<file path="src/rtl/fifo_stream_reader.sv">
// Pops words from a registered-read source FIFO into a 2-entry skid buffer and presents them
// as a valid/ready stream; supports idle, continuous streaming and a self-terminating drain.
module fifo_stream_reader #(
  parameter int unsigned DATA_WIDTH = 8,
  parameter int unsigned CNT_WIDTH  = 16
) (
  input  logic                  i_clk,
  input  logic                  i_rst,
  input  logic                  i_fifo_empty,
  input  logic [DATA_WIDTH-1:0] i_fifo_read_data,
  output logic                  o_fifo_read_en,
  input  logic                  i_enable,
  input  logic                  i_drain_req,
  output logic                  o_out_valid,
  output logic [DATA_WIDTH-1:0] o_out_data,
  input  logic                  i_out_ready,
  output logic                  o_drain_done,
  output logic                  o_busy,
  output logic [CNT_WIDTH-1:0]  o_pop_count
);

  localparam logic [1:0] StIdle   = 2'd0;
  localparam logic [1:0] StStream = 2'd1;
  localparam logic [1:0] StDrain  = 2'd2;

  localparam logic [CNT_WIDTH-1:0] CntOne = {{(CNT_WIDTH-1){1'b0}}, 1'b1};

  logic [1:0]            r_state;
  logic [1:0]            w_state_next;
  logic [1:0]            r_occ;
  logic [1:0]            w_occ_next;
  logic                  r_inflight;
  logic                  r_drain_done;
  logic                  w_drain_exit;
  logic [CNT_WIDTH-1:0]  r_pop_count;
  logic [DATA_WIDTH-1:0] r_buf0;
  logic [DATA_WIDTH-1:0] r_buf1;
  logic [DATA_WIDTH-1:0] w_buf0_next;
  logic [DATA_WIDTH-1:0] w_buf1_next;
  logic [1:0]            w_pending;
  logic                  w_pop_allowed;
  logic                  w_read_en;
  logic                  w_xfer;
  logic                  w_cap;

  // Pending counts the buffered words plus the one arriving this cycle. It deliberately ignores
  // any dequeue happening now so that o_fifo_read_en never depends on i_out_ready.
  assign w_pending     = r_occ + {1'b0, r_inflight};
  assign w_pop_allowed = (r_state == StStream) || (r_state == StDrain);
  assign w_read_en     = w_pop_allowed && !i_fifo_empty && (w_pending < 2'd2) && !i_rst;
  assign w_xfer        = (r_occ != 2'd0) && i_out_ready;
  assign w_cap         = r_inflight;

  assign o_fifo_read_en = w_read_en;
  assign o_out_valid    = (r_occ != 2'd0);
  assign o_out_data     = r_buf0;
  assign o_drain_done   = r_drain_done;
  assign o_pop_count    = r_pop_count;
  assign o_busy         = (r_state != StIdle) || (r_occ != 2'd0) || r_inflight;

  always_comb begin
    w_state_next = r_state;
    w_drain_exit = 1'b0;
    case (r_state)
      StIdle: begin
        if (i_drain_req) begin
          w_state_next = StDrain;
        end else if (i_enable) begin
          w_state_next = StStream;
        end
      end
      StStream: begin
        if (i_drain_req) begin
          w_state_next = StDrain;
        end else if (!i_enable) begin
          w_state_next = StIdle;
        end
      end
      StDrain: begin
        if (i_fifo_empty && !r_inflight && (r_occ == 2'd0)) begin
          w_state_next = StIdle;
          w_drain_exit = 1'b1;
        end
      end
      default: begin
        w_state_next = StIdle;
      end
    endcase
  end

  // Capture never sees occ == 2: the pop that produced it required occ + inflight < 2.
  always_comb begin
    w_buf0_next = r_buf0;
    w_buf1_next = r_buf1;
    w_occ_next  = r_occ;
    case ({w_cap, w_xfer})
      2'b10: begin
        if (r_occ == 2'd0) begin
          w_buf0_next = i_fifo_read_data;
        end else begin
          w_buf1_next = i_fifo_read_data;
        end
        w_occ_next = r_occ + 2'd1;
      end
      2'b01: begin
        w_buf0_next = r_buf1;
        w_occ_next  = r_occ - 2'd1;
      end
      2'b11: begin
        if (r_occ == 2'd1) begin
          w_buf0_next = i_fifo_read_data;
        end else begin
          w_buf0_next = r_buf1;
          w_buf1_next = i_fifo_read_data;
        end
      end
      default: begin
      end
    endcase
  end

  always_ff @(posedge i_clk) begin
    if (i_rst) begin
      r_state      <= StIdle;
      r_occ        <= 2'd0;
      r_inflight   <= 1'b0;
      r_drain_done <= 1'b0;
      r_pop_count  <= '0;
    end else begin
      r_state      <= w_state_next;
      r_occ        <= w_occ_next;
      r_inflight   <= w_read_en;
      r_drain_done <= w_drain_exit;
      if (w_xfer) begin
        r_pop_count <= r_pop_count + CntOne;
      end
    end
  end

  // Data storage needs no reset; occupancy alone decides what is valid.
  always_ff @(posedge i_clk) begin
    r_buf0 <= w_buf0_next;
    r_buf1 <= w_buf1_next;
  end

endmodule
</file>
<file path="config.mk">
export PLATFORM = sky130hd
export DESIGN_NAME = fifo_stream_reader
export DESIGN_NICKNAME = d
export VERILOG_FILES = /design/src/rtl/fifo_stream_reader.sv
export SDC_FILE = /design/constraint.sdc
export NUM_CORES = 1
export LEC_CHECK = 0
export CORE_MARGIN = 5
export CORE_UTILIZATION = 40
export DETAILED_ROUTE_END_ITERATION = 16
export PLACE_DENSITY = 0.67
export SYNTH_ARGS = -nofsm -noshare
export SYNTH_HDL_FRONTEND = slang
export SYNTH_SLANG_ARGS = --single-unit
</file>
<file path="constraint.sdc">
create_clock -name i_clk -period 4.6 [get_ports i_clk]
set_input_delay 0.92 -clock i_clk [delete_from_list [all_inputs] [get_ports i_clk]]
set_output_delay 0.92 -clock i_clk [all_outputs]
set_load 0.005 [all_outputs]
</file>
-- After elaboration in Yosys (flattened, before gate mapping)
Cells that the tools add are included.
- add/sub/neg operators: 4
- magnitude comparators: 1
- equality and inequality tests: 12
- muxes and demuxes: 14
- bitwise logic cells: 1
- reductions and logical operators: 23
- operators with widths (cell ; count):
    8-bit two-way mux ; 4
    8-bit one-hot mux with 3 select lines ; 1
    16-bit by 1-bit adder with 16-bit output (second input constant) ; 1
    8-bit one-hot mux with 2 select lines ; 1
    2-bit two-way mux ; 5
    2-bit nonzero test ; 4
    2-bit by 1-bit == test with 1-bit output (second input constant) ; 3
    2-bit == test (second input constant) ; 3
    1-bit logical AND ; 6
    2-bit != test (second input constant) ; 3
    3-bit != test (second input constant) ; 2
    2-bit one-hot mux with 3 select lines ; 1
    3-bit AND reduction ; 2
    2-bit zero test ; 2
    2-bit one-hot mux with 2 select lines ; 1
    1-bit zero test ; 3
    1-bit logical OR ; 3
    3-bit nonzero test ; 1
    2-bit by 1-bit adder with 2-bit output ; 1
    2-bit by 1-bit adder with 2-bit output (second input constant) ; 1
    2-bit < comparator (second input constant) ; 1
    2-bit by 1-bit != test with 1-bit output (second input constant) ; 1
    2-bit AND reduction ; 1
    2-bit OR reduction ; 1
    3 further kinds ; 3
- register bits: 38
- bits of input ports: 14
- output and inout port bits: 28
- word-level logic and storage cells: 62

-- Logic depth before layout (Yosys ltp)
Gate-level depths: netlist (run 1).
- depth in word-level cells: 5
- depth in mapped cells: 7
- mapped depth without buffers: 6

-- Worst setup path before layout (run 1)
OpenSTA, ideal clock, no wires.
- kind: input to output
- start: input i_rst
- end: output o_fifo_read_en
- arrival time: 1.441 ns
- data required time: 3.680 ns
- slack: 2.239 ns
- cell stages on the path: 2
- buffers on the path: 1
- cells stage by stage: clkbuf_1 > nor4b_1
- word-level cells in the longest chain between the ends: 2
- RTL lines (what ; RTL line ; source):
    start: declaration ; 8 ; input logic i_rst,
    1-bit zero test ; 50 ; assign w_read_en = w_pop_allowed && !i_fifo_empty && (w_pending < 2'd2) && !i_rst;
    1-bit logical AND ; 50 ;
    end: declaration ; 11 ; output logic o_fifo_read_en,
No other way between the ends.

-- Worst setup path after layout (run 1)
Ends and elaborated chain as after synthesis.

==> results of run 1 <==
[final timing paths]
kind / start / depth (start not counted) / slack, ps / end
max: i_rst / 4 / 1280 / o_fifo_read_en
min: o_pop_count[15] / 2 / 500 / o_pop_count[15]
max reg2reg: r_occ[1] / 3 / 2570 / r_buf1[2]
min reg2reg: o_pop_count[15] / 2 / 500 / o_pop_count[15]
[worst max-delay path, delay by kind of cell]
kind                   cells  cell delay [ps]
buffers and inverters      3             1170
AND/OR/NAND/NOR            1              310
[synthesized netlist by cell type, drive strengths merged (2+ instances only)]
library cell	n	area share, %
nand3b	2	0.86
mux2i	4	2.3
a21oi	3	0.86
nor2b	4	1.4
clkbuf	4	0.86
inv	7	1.5
ha	8	5.7
nor2	19	4.1
nand3	9	2.6
dfxtp	22	25
nor4b	2	1.0
nor3	5	1.4
edfxtp	16	27
nor4	3	1.1
nand2b	2	0.71
mux2	10	6.4
o21ai	3	0.86
or3	2	0.71
xor2	3	1.5
nand2	12	2.6
xnor2	10	5.0
[state kept, by name, summed over array words and instances (netlist names)]
register      cells
r_inflight        1
r_occ             2
r_buf1            8
o_drain_done      1
o_pop_count      16
r_state           2
o_out_data        8
[layout make-up]
| type | count | area, um2 | area share, % |
|---|---|---|---|
| clock buffers | 7 | 86.3 | 3.73 |
| clock inverters | 1 | 5.00 | 0.216 |
| inverters | 7 | 26.3 | 1.14 |
| multi-input cells | 113 | 791 | 34.2 |
| flip-flops and latches | 38 | 921 | 39.8 |
| well taps | 52 | 65.1 | 2.81 |
| repair buffers | 42 | 418 | 18.1 |
[layer usage]
layer,global-route usage (%),vias up
met2,22.2,41
met5,0,-
li1,-,660
met3,4.49,8
met4,4.72,0
met1,14.1,630
[metrics by stage]
| step | utilization (%) | hold slack, ps | setup slack [ps] |
|---|---|---|---|
| 2_1_floorplan | - | 474 | 2240 |
| 3_3_place_gp | 51.7 | 474 | 1300 |
| 3_5_place_dp | 51.7 | 493 | 1270 |
| 4_1_cts | 53.8 | 502 | 1270 |
| 5_1_grt | 53.8 | 540 | 1220 |
| 6_report | 53.8 | 498 | 1280 |
[power by group]
group | total, mW | internal, mW | switching [mW]
sequential | 0.427 | 0.403 | 0.0244
combinational | 0.301 | 0.160 | 0.142
clock | 0.228 | 0.121 | 0.107
total | 0.956 | 0.683 | 0.273
[kinds of logic after synthesis]
logic type,after synthesis,share of synthesized area [%]
AND/OR/NAND/NOR,67,20.1
flip-flops,38,52.5
multiplexers,14,8.71
XOR/XNOR,13,6.50
AO/OA/AOI/OAI,11,4.07
buffers and inverters,11,2.36
adder cells (fa/ha/maj),8,5.71
==> metrics.log, run 1 <==
INFO  metric clock_latency = 280 ps
INFO  metric crit_path_frequent_cell = sky130_fd_sc_hd__clkdlybuf4s50_1
INFO  metric max_stage_delay = 560 ps
INFO  metric insertedDiodeCount = 0
INFO  metric met3RoutedLength = 198 um
INFO  metric maximum_clock_insertion_buffer_count = 2
INFO  metric drc = 0
INFO  metric grt_usage = 12.7%
INFO  metric cts_hold_buf = 0
INFO  metric hold_viol_final = 0
INFO  metric synth-edff-count = 16
INFO  metric synth_cell_type_count = 33
INFO  metric setup_total_negative_slack = 0 ps
INFO  metric fin_crit = 3320 ps
INFO  metric drt-wirelength-per-cell = 14.3 um
INFO  metric mostFrequentLayoutCell = sky130_fd_sc_hd__clkdlybuf4s50_1
INFO  metric hold_path_class = register to register
INFO  metric root_buffer = sky130_fd_sc_hd__clkbuf_8
INFO  metric wl_met2 = 1870 um
INFO  metric htree_levels = 2
INFO  metric setup.worst_path.class = input port to output pin
INFO  metric crit_slowest_cell = sky130_fd_sc_hd__clkdlybuf4s50_1
INFO  metric detail_route.wirelength = 3730 um
INFO  metric yosysSeqAreaShare = 52.5%
INFO  metric routed-via-count = 1339
INFO  metric worstSetupStartpointType = input port
INFO  metric drtIter0Drc = 55
INFO  metric status = complete, no violations
INFO  metric tritoncts = built
INFO  metric max_clock_freq = 0.301 GHz
INFO  metric post_synth.cell_area_avg = 10.8 um2
INFO  metric synthesis.yosys.warnings = 0
INFO  metric chipWidth = 76.2 um
INFO  metric total_count_of_max_transition_violations_in_the_final_report = 0
INFO  metric post-cts-setup-buffer-count = 0
INFO  metric filler_cell_count = 381
INFO  metric net_count_after_synthesis = 184
INFO  metric finalNetCount = 229
INFO  metric crit_path_max_fanout = 25
INFO  metric cts.sinks = 38
INFO  metric critPathCaptureType = output pin
INFO  metric flow.area_growth_from_synthesis = 31.9%
INFO  metric synth_async_sr_flop_share = 0%
INFO  metric drive_gt1_share = 10.1%
INFO  metric layoutNonFillerInstCount = 260
INFO  metric path_cells = clkdlybuf4s50_1, buf_4, nor4b_1, clkdlybuf4s50_1
INFO  metric cp.required = 3680 ps
INFO  metric clock-skew-final = 5.59 ps
INFO  metric netlist_instances = 162
INFO  metric post-route-period-util = 72.2%
INFO  metric numPlacedInstances = 252
INFO  metric power_dens_cells = 414 nW/um2
INFO  metric design.portCount = 42
INFO  metric fin_total_pwr = 0.956 mW
INFO  metric rd_place_congestion = 0.764
INFO  metric average_vias_per_placed_instance = 5.15
INFO  metric fp.dieH = 76.2 um
INFO  metric rsz0062_at_grt = false
INFO  metric start_util = 40.8%
INFO  metric topRoutingLayerUsed = met4
INFO  metric grt_antenna_before_repair = 0
INFO  metric grt_overflow_total = 0
INFO  metric timing.max_cap.violations = 0
INFO  metric timing_worst_slew_pin_value = 1100 ps
INFO  metric finalSetupViolCount = 0
INFO  metric grt_start_max_net_pins = 26
INFO  metric final_cell_mix = sky130_fd_sc_hd__clkdlybuf4s50_1, sky130_fd_sc_hd__dfxtp_1, sky130_fd_sc_hd__nor2_1, sky130_fd_sc_hd__edfxtp_1, sky130_fd_sc_hd__nand2_1
INFO  metric drt-met1-wl = 1600 um
INFO  metric die_area = 5810 um2
INFO  metric clock_slew_seen_by_the_registers_of_the_worst_setup_and_hold_paths = 70 ps
INFO  metric post_cts.resized_instances = 0
INFO  metric cts_buffers = 5
INFO  metric worst_slew_margin_rel = 26.0%
INFO  metric grt_pass1_wl = 6080 um
INFO  metric worst_ir_drop_vdd = 0.169 mV
INFO  metric flip_flop_and_latch_count_after_synthesis = 38
INFO  metric floorplan.core_area = 4290 um2
INFO  metric postRouteAntennaNets = 0
INFO  metric total_half_perimeter_wirelength_after_legalization_and_detailed_placement = 2790 um
INFO  metric postLayoutCellArea = 2310 um2
INFO  metric detail_route.first_pass.iterations = 4
INFO  metric grt_pass1_vias = 1314
INFO  metric post_synth_instance_area = 1750 um2
INFO  metric crit_arrival = 2400 ps
INFO  metric placementRows = 24
INFO  metric synthFlopType = sky130_fd_sc_hd__dfxtp_1
INFO  metric placement.cell_area = 2220 um2
INFO  metric leakage = 0.801 nW
INFO  metric numPortBuffers = 41
(Power assumes the default switching activity.)
==> inputs of run 2 (changes only) <==
==> constraint.sdc (replaced) <==
create_clock -name i_clk -period 3.15 [get_ports i_clk]
set_input_delay 0.63 -clock i_clk [delete_from_list [all_inputs] [get_ports i_clk]]
set_output_delay 0.63 -clock i_clk [all_outputs]
set_load 0.005 [all_outputs]
==> run 2 against run 1 <==
  * Cell area up 0.49%
  * Die area unchanged
  * Critical path depth down 1
  * Sequential share of layout area down 0.19 points
==> metrics.log, run 2 (synthesis gave the netlist of run 1 again) <==
INFO  metric switchingPower = 0.406 mW (was 0.273 mW)
INFO  metric rsz0062_at_grt = false (unchanged)
INFO  metric crit_arrival = 1980 ps (was 2400 ps)
INFO  metric postRouteAntennaNets = 0 (unchanged)
INFO  metric drtIter0Drc = 84 (was 55)
INFO  metric cts_buffers = 5 (unchanged)
INFO  metric finalSetupViolCount = 0 (unchanged)
INFO  metric clock_slew_seen_by_the_registers_of_the_worst_setup_and_hold_paths = 70 ps (about the same)
INFO  metric hold_path_class = register to register (unchanged)
INFO  metric placement.cell_area = 2230 um2 (was 2220 um2)
INFO  metric timing.max_cap.violations = 0 (unchanged)
INFO  metric setup.worst_path.class = input port to output pin (unchanged)
INFO  metric post-cts-setup-buffer-count = 0 (unchanged)
INFO  metric worstSetupStartpoint = i_fifo_empty (was i_rst)
INFO  metric crit_slowest_cell = sky130_fd_sc_hd__clkdlybuf4s50_1 (unchanged)
INFO  metric worst_ir_drop_vdd = 0.206 mV (was 0.169 mV)
INFO  metric grt_antenna_before_repair = 0 (unchanged)
INFO  metric average_vias_per_placed_instance = 5.13 (was 5.15)
INFO  metric min-delay-start = o_pop_count[15] (unchanged)
INFO  metric hold_viol_final = 0 (unchanged)
INFO  metric grt_usage = 13.7% (was 12.7%)
INFO  metric critPathCaptureType = output pin (unchanged)
INFO  metric crit_path_max_fanout = 3 (was 25)
INFO  metric tritoncts = built (unchanged)
INFO  metric drt-wirelength-per-cell = 14.6 um (was 14.3 um)
INFO  metric fin_crit = 2610 ps
INFO  metric power_dens_cells = 604 nW/um2 (was 414 nW/um2)
INFO  metric start_util = 40.8% (unchanged)
INFO  metric drt-met1-wl = 1600 um (about the same)
INFO  metric crit_path_frequent_cell = sky130_fd_sc_hd__clkdlybuf4s50_1 (unchanged)
INFO  metric filler_cell_count = 380 (was 381)
INFO  metric total_count_of_max_transition_violations_in_the_final_report = 0 (unchanged)
INFO  metric path_delay_family = buffers and inverters (unchanged)
INFO  metric design.portCount = 42 (unchanged)
INFO  metric sequentialPowerShare = 44.6% (was 44.7%)
INFO  metric leakage = 0.805 nW (was 0.801 nW)
INFO  metric numPortBuffers = 41 (unchanged)
INFO  metric maximum_clock_insertion_buffer_count = 2 (unchanged)
INFO  metric fin_total_pwr = 1.40 mW (was 0.956 mW)
INFO  metric critical_path.n_buffers_inverters = 2 (was 3)
INFO  metric worst_slew_margin_rel = 72.7% (was 26.0%)
INFO  metric rd_place_congestion = 0.756 (was 0.764)
INFO  metric mostFrequentLayoutCell = sky130_fd_sc_hd__clkdlybuf4s50_1 (unchanged)
INFO  metric max_stage_delay = 570 ps (was 560 ps)
INFO  metric critical_path_depth_in_cells = 3 (was 4)
INFO  metric max_clock_freq = 0.384 GHz
INFO  metric postLayoutCellArea = 2320 um2 (was 2310 um2)
INFO  metric chipWidth = 76.2 um (unchanged)
INFO  metric status = complete, no violations (unchanged)
INFO  metric wl_met2 = 1890 um (was 1870 um)
INFO  metric grt_pass1_vias = 1402 (was 1314)
INFO  metric grt_overflow_total = 0 (unchanged)
INFO  metric r2r_start = r_occ[1] (unchanged)
INFO  metric pwr-share-clk = 24.6% (was 23.8%)
INFO  metric post_cts.resized_instances = 0 (unchanged)
INFO  metric setup_total_negative_slack = 0 ps (unchanged)
INFO  metric flow.area_growth_from_synthesis = 32.5% (was 31.9%)
INFO  metric clock-skew-final = 5.03 ps (was 5.59 ps)
INFO  metric cts.sinks = 38 (unchanged)
INFO  metric path_cells = clkdlybuf4s50_1, nor4b_1, clkdlybuf4s50_1 (was clkdlybuf4s50_1, buf_4, nor4b_1, clkdlybuf4s50_1)
INFO  metric die_area = 5810 um2 (unchanged)
INFO  metric topRoutingLayerUsed = met4 (unchanged)
INFO  metric grt_pass1_wl = 6510 um (was 6080 um)
INFO  metric cellInternalPower = 0.997 mW (was 0.683 mW)
INFO  metric grt_start_max_net_pins = 25 (was 26)
INFO  metric detail_route.wirelength = 3820 um (was 3730 um)
INFO  metric cts_hold_buf = 0 (unchanged)
INFO  metric cp.required = 2520 ps (was 3680 ps)
INFO  metric post-route-period-util = 82.7%
INFO  metric finalNetCount = 230 (was 229)
INFO  metric floorplan.core_area = 4290 um2 (unchanged)
INFO  metric whs_path_depth = 2 (unchanged)
INFO  metric timing_worst_slew_pin_value = 406 ps (was 1100 ps)
INFO  metric total_half_perimeter_wirelength_after_legalization_and_detailed_placement = 2880 um (was 2790 um)
INFO  metric placementRows = 24 (unchanged)
INFO  metric fp.dieH = 76.2 um (unchanged)
INFO  metric drc = 0 (unchanged)
INFO  metric drive_gt1_share = 11.0% (was 10.1%)
INFO  metric final_cell_mix = sky130_fd_sc_hd__clkdlybuf4s50_1, sky130_fd_sc_hd__dfxtp_1, sky130_fd_sc_hd__nor2_1, sky130_fd_sc_hd__edfxtp_1, sky130_fd_sc_hd__nand2_1 (unchanged)
INFO  metric root_buffer = sky130_fd_sc_hd__clkbuf_8 (unchanged)
INFO  metric p_comb_share = 30.9% (was 31.5%)
INFO  metric clock_latency = 290 ps (was 280 ps)
INFO  metric worstSetupStartpointType = input port (unchanged)
INFO  metric routed-via-count = 1338 (was 1339)
INFO  metric detail_route.first_pass.iterations = 4 (unchanged)
INFO  metric htree_levels = 2 (unchanged)
INFO  metric insertedDiodeCount = 0 (unchanged)
INFO  metric largest_register_ff_count = 16 (unchanged)
INFO  metric met3RoutedLength = 250 um (was 198 um)
INFO  metric r2r.worst_path.cells = 6 (was 3)
INFO  metric p_sw_share = 29.0% (was 28.5%)
run 2: power by group through the flow:
| stage | sequential [mW] | clock (mW) | combinational [mW] |
|---|---|---|---|
| after floorplan | 0.631 | 0 | 0.248 |
| after global placement | 0.632 | 0 | 0.421 |
| after detailed placement | 0.636 | 0 | 0.438 |
| after CTS | 0.626 | 0.354 | 0.439 |
| after global routing | 0.632 | 0.380 | 0.483 |
| final | 0.625 | 0.345 | 0.433 |
run 2: worst register-to-register path, delay by kind of cell (launching register included):
family                     cells  cell delay (ps)
DFF                            1              400
adders and majority gates      1              300
buffers and inverters          1              120
and+or+nand+nor                2              680
AOI/OAI and AO/OA              2              350
run 2: final cells by class:
type                            count  area [um2]  share of cell area (%)
Multi-Input combinational cell    113         791                    34.0
Timing Repair Buffer               43         425                    18.3
Inverter                            7        26.3                    1.13
Tap cell                           52        65.1                    2.80
Sequential cell                    38         921                    39.6
Clock buffer                        6        82.6                    3.55
Clock inverter                      2        12.5                   0.539
run 2: path summary, 6_finish.rpt:
kind	end	slack, ps
min reg2reg	o_pop_count[15]	500
max	o_fifo_read_en	540
min	o_pop_count[15]	500
max reg2reg	o_pop_count[11]	1220
run 2: per-stage QoR:
stage,hold slack (ps),worst slack (ps),utilization [%],instances
2_1_floorplan,474,1370,-,162
3_3_place_gp,469,557,51.9,253
3_5_place_dp,494,561,51.9,253
4_1_cts,502,554,54.1,261
5_1_grt,543,533,54.1,261
6_report,496,544,54.1,261
run 2: per-layer routing:
metal  track usage (%)  vias up
li1                  -      659
met3              4.96        7
met2              22.9       50
met5                 0        -
met1              15.7      622
met4              5.94        0
==> inputs of run 3 (changes only) <==
==> constraint.sdc (replaced) <==
create_clock -name i_clk -period 2.7 [get_ports i_clk]
set_input_delay 0.54 -clock i_clk [delete_from_list [all_inputs] [get_ports i_clk]]
set_output_delay 0.54 -clock i_clk [all_outputs]
set_load 0.005 [all_outputs]
==> run 3 against run 2 <==
  * Critical path depth did not move
  * Combinational power rose by 16%
  * Sequential cell count did not move
  * Cell count did not move
  * Clock power rose by 7.0%
  * Core utilization fell by 0.32 points
  * Setup slack got worse by 250 ps
  * Die area did not move
  * First-iteration DRC count fell by 18%
  * Register-to-register slack got worse by 440 ps
  * Power rose by 14%
  * Critical endpoint unchanged
==> metrics.log, run 3 (synthesis gave the netlist of run 1 again) <==
INFO  metric insertedDiodeCount = 0 (unchanged)
INFO  metric drtIter0Drc = 69 (was 84)
INFO  metric crit_path_frequent_cell = sky130_fd_sc_hd__clkdlybuf4s50_1 (unchanged)
INFO  metric average_vias_per_placed_instance = 5.01 (was 5.13)
INFO  metric power_dens_cells = 692 nW/um2 (was 604 nW/um2)
INFO  metric status = complete, no violations (unchanged)
INFO  metric detail_route.first_pass.iterations = 4 (unchanged)
INFO  metric crit_path_max_fanout = 3 (unchanged)
INFO  metric path_cells = clkdlybuf4s50_1, nor4b_1, clkdlybuf4s50_1 (unchanged)
INFO  metric post-route-period-util = 89.1%
INFO  metric mostFrequentLayoutCell = sky130_fd_sc_hd__clkdlybuf4s50_1 (unchanged)
INFO  metric placementRows = 24 (unchanged)
INFO  metric finalNetCount = 230 (unchanged)
INFO  metric worstSetupStartpointType = input port (unchanged)
INFO  metric grt_start_max_net_pins = 25 (unchanged)
INFO  metric layoutNonFillerInstCount = 261 (unchanged)
INFO  metric final_cell_mix = sky130_fd_sc_hd__clkdlybuf4s50_1, sky130_fd_sc_hd__dfxtp_1, sky130_fd_sc_hd__nor2_1, sky130_fd_sc_hd__edfxtp_1, sky130_fd_sc_hd__nand2_1 (unchanged)
INFO  metric crit_slowest_cell = sky130_fd_sc_hd__clkdlybuf4s50_1 (unchanged)
INFO  metric root_buffer = sky130_fd_sc_hd__clkbuf_8 (unchanged)
INFO  metric hold_viol_final = 0 (unchanged)
INFO  metric total_half_perimeter_wirelength_after_legalization_and_detailed_placement = 2810 um (was 2880 um)
INFO  metric rd_place_congestion = 0.771 (was 0.756)
INFO  metric post-cts-setup-buffer-count = 0 (unchanged)
INFO  metric grt_pass1_wl = 6380 um (was 6510 um)
INFO  metric numPortBuffers = 41 (unchanged)
INFO  metric worst_ir_drop_vdd = 0.257 mV (was 0.206 mV)
INFO  metric start_util = 40.8% (unchanged)
INFO  metric grt_usage = 13.4% (was 13.7%)
INFO  metric total_count_of_max_transition_violations_in_the_final_report = 0 (unchanged)
INFO  metric htree_levels = 2 (unchanged)
INFO  metric timing_worst_slew_pin_value = 391 ps (was 406 ps)
INFO  metric regToRegSetupSlack = 780 ps (was 1220 ps)
INFO  metric postRouteAntennaNets = 0 (unchanged)
INFO  metric critical_path.n_buffers_inverters = 2 (unchanged)
INFO  metric critPathCaptureType = output pin (unchanged)
INFO  metric drt-wirelength-per-cell = 14.2 um (was 14.6 um)
INFO  metric rsz0062_at_grt = false (unchanged)
INFO  metric routed-via-count = 1308 (was 1338)
INFO  metric fin_ws = 294 ps (was 544 ps)
INFO  metric clock_latency = 290 ps (about the same)
INFO  metric cts_buffers = 5 (unchanged)
INFO  metric hold_path_class = register to register (unchanged)
INFO  metric post_cts.resized_instances = 0 (unchanged)
INFO  metric max_stage_delay = 560 ps (was 570 ps)
INFO  metric setup.worst_path.class = input port to output pin (unchanged)
INFO  metric setup_total_negative_slack = 0 ps (unchanged)
INFO  metric floorplan.core_area = 4290 um2 (unchanged)
INFO  metric dpl_worst_slack = 278 ps (was 561 ps)
INFO  metric die_area = 5810 um2 (unchanged)
INFO  metric max_clock_freq = 0.416 GHz
INFO  metric grt_antenna_before_repair = 0 (unchanged)
INFO  metric largest_register_ff_count = 16 (unchanged)
INFO  metric crit_arrival = 1870 ps (was 1980 ps)
INFO  metric worst_slew_margin_rel = 73.7% (was 72.7%)
INFO  metric clock-skew-final = 2.10 ps (was 5.03 ps)
INFO  metric cts_hold_buf = 0 (unchanged)
INFO  metric grt_pass1_vias = 1419 (was 1402)
INFO  metric finalSetupViolCount = 0 (unchanged)
INFO  metric drive_gt1_share = 10.0% (was 11.0%)
INFO  metric numPlacedInstances = 253 (unchanged)
INFO  metric fin_crit = 2410 ps
INFO  metric clock_slew_seen_by_the_registers_of_the_worst_setup_and_hold_paths = 70 ps (about the same)
INFO  metric cp.required = 2160 ps (was 2520 ps)
INFO  metric fp.dieH = 76.2 um (unchanged)
INFO  metric timing.max_cap.violations = 0 (unchanged)
INFO  metric detail_route.wirelength = 3710 um (was 3820 um)
INFO  metric flow.area_growth_from_synthesis = 31.8% (was 32.5%)
INFO  metric path_delay_family = buffers and inverters (unchanged)
INFO  metric maximum_clock_insertion_buffer_count = 2 (unchanged)
INFO  metric tritoncts = built (unchanged)
INFO  metric grt_overflow_total = 0 (unchanged)
INFO  metric hold_slack = 504 ps (was 496 ps)
INFO  metric leakage = 0.801 nW (was 0.805 nW)
INFO  metric design.portCount = 42 (unchanged)
INFO  metric chipWidth = 76.2 um (unchanged)
INFO  metric cts.sinks = 38 (unchanged)
INFO  metric drc = 0 (unchanged)
[run 3: stage by stage]
stage / power, mW / cell area, um2 / util, %
final: 1.60 / 2310 / 53.8
after CTS: 1.62 / 2310 / 53.8
after detailed placement: 1.25 / 2230 / 51.9
after global placement: 1.23 / 2230 / 51.9
after floorplan: 1.03 / 1750 / -
after global routing: 1.70 / 2310 / 53.8
[run 3: final timing paths]
kind	cells past startpoint	to	start
setup reg to reg	6	o_pop_count[11]	r_occ[0]
setup / recovery	3	o_fifo_read_en	i_fifo_empty
hold / removal	2	o_pop_count[14]	o_pop_count[14]
hold reg to reg	2	o_pop_count[14]	o_pop_count[14]
[run 3: area by class of cell]
type                       instances  area (um2)
fill                             392        1980
clock buffer                       6        72.6
sequential                        38         921
inverter                           7        26.3
multi-input combinational        113         791
timing repair buffer              43         425
clock inverter                     2        8.76
tap                               52        65.1
[run 3: worst register-to-register path, stage by stage (launching register included)]
cell	delay [ps]
sky130_fd_sc_hd__dfxtp_1	390
sky130_fd_sc_hd__inv_1	110
sky130_fd_sc_hd__ha_1	320
sky130_fd_sc_hd__nand4b_1	310
sky130_fd_sc_hd__nor4_1	350
sky130_fd_sc_hd__a21oi_1	120
sky130_fd_sc_hd__a31o_2	220
[run 3: metal layers]
metal / GRT usage, % / vias to the layer above / routed length, um
li1: - / 662 / -
met1: 15.0 / 609 / 1630
met2: 23.0 / 31 / 1840
met3: 4.37 / 6 / 175
met4: 5.94 / 0 / 64
met5: 0 / - / 0
[run 3: where the power goes]
part | switching [mW] | internal (mW) | leakage (nW)
combinational | 0.230 | 0.272 | 0.434
sequential | 0.0416 | 0.686 | 0.324
clock | 0.191 | 0.177 | 0.0426
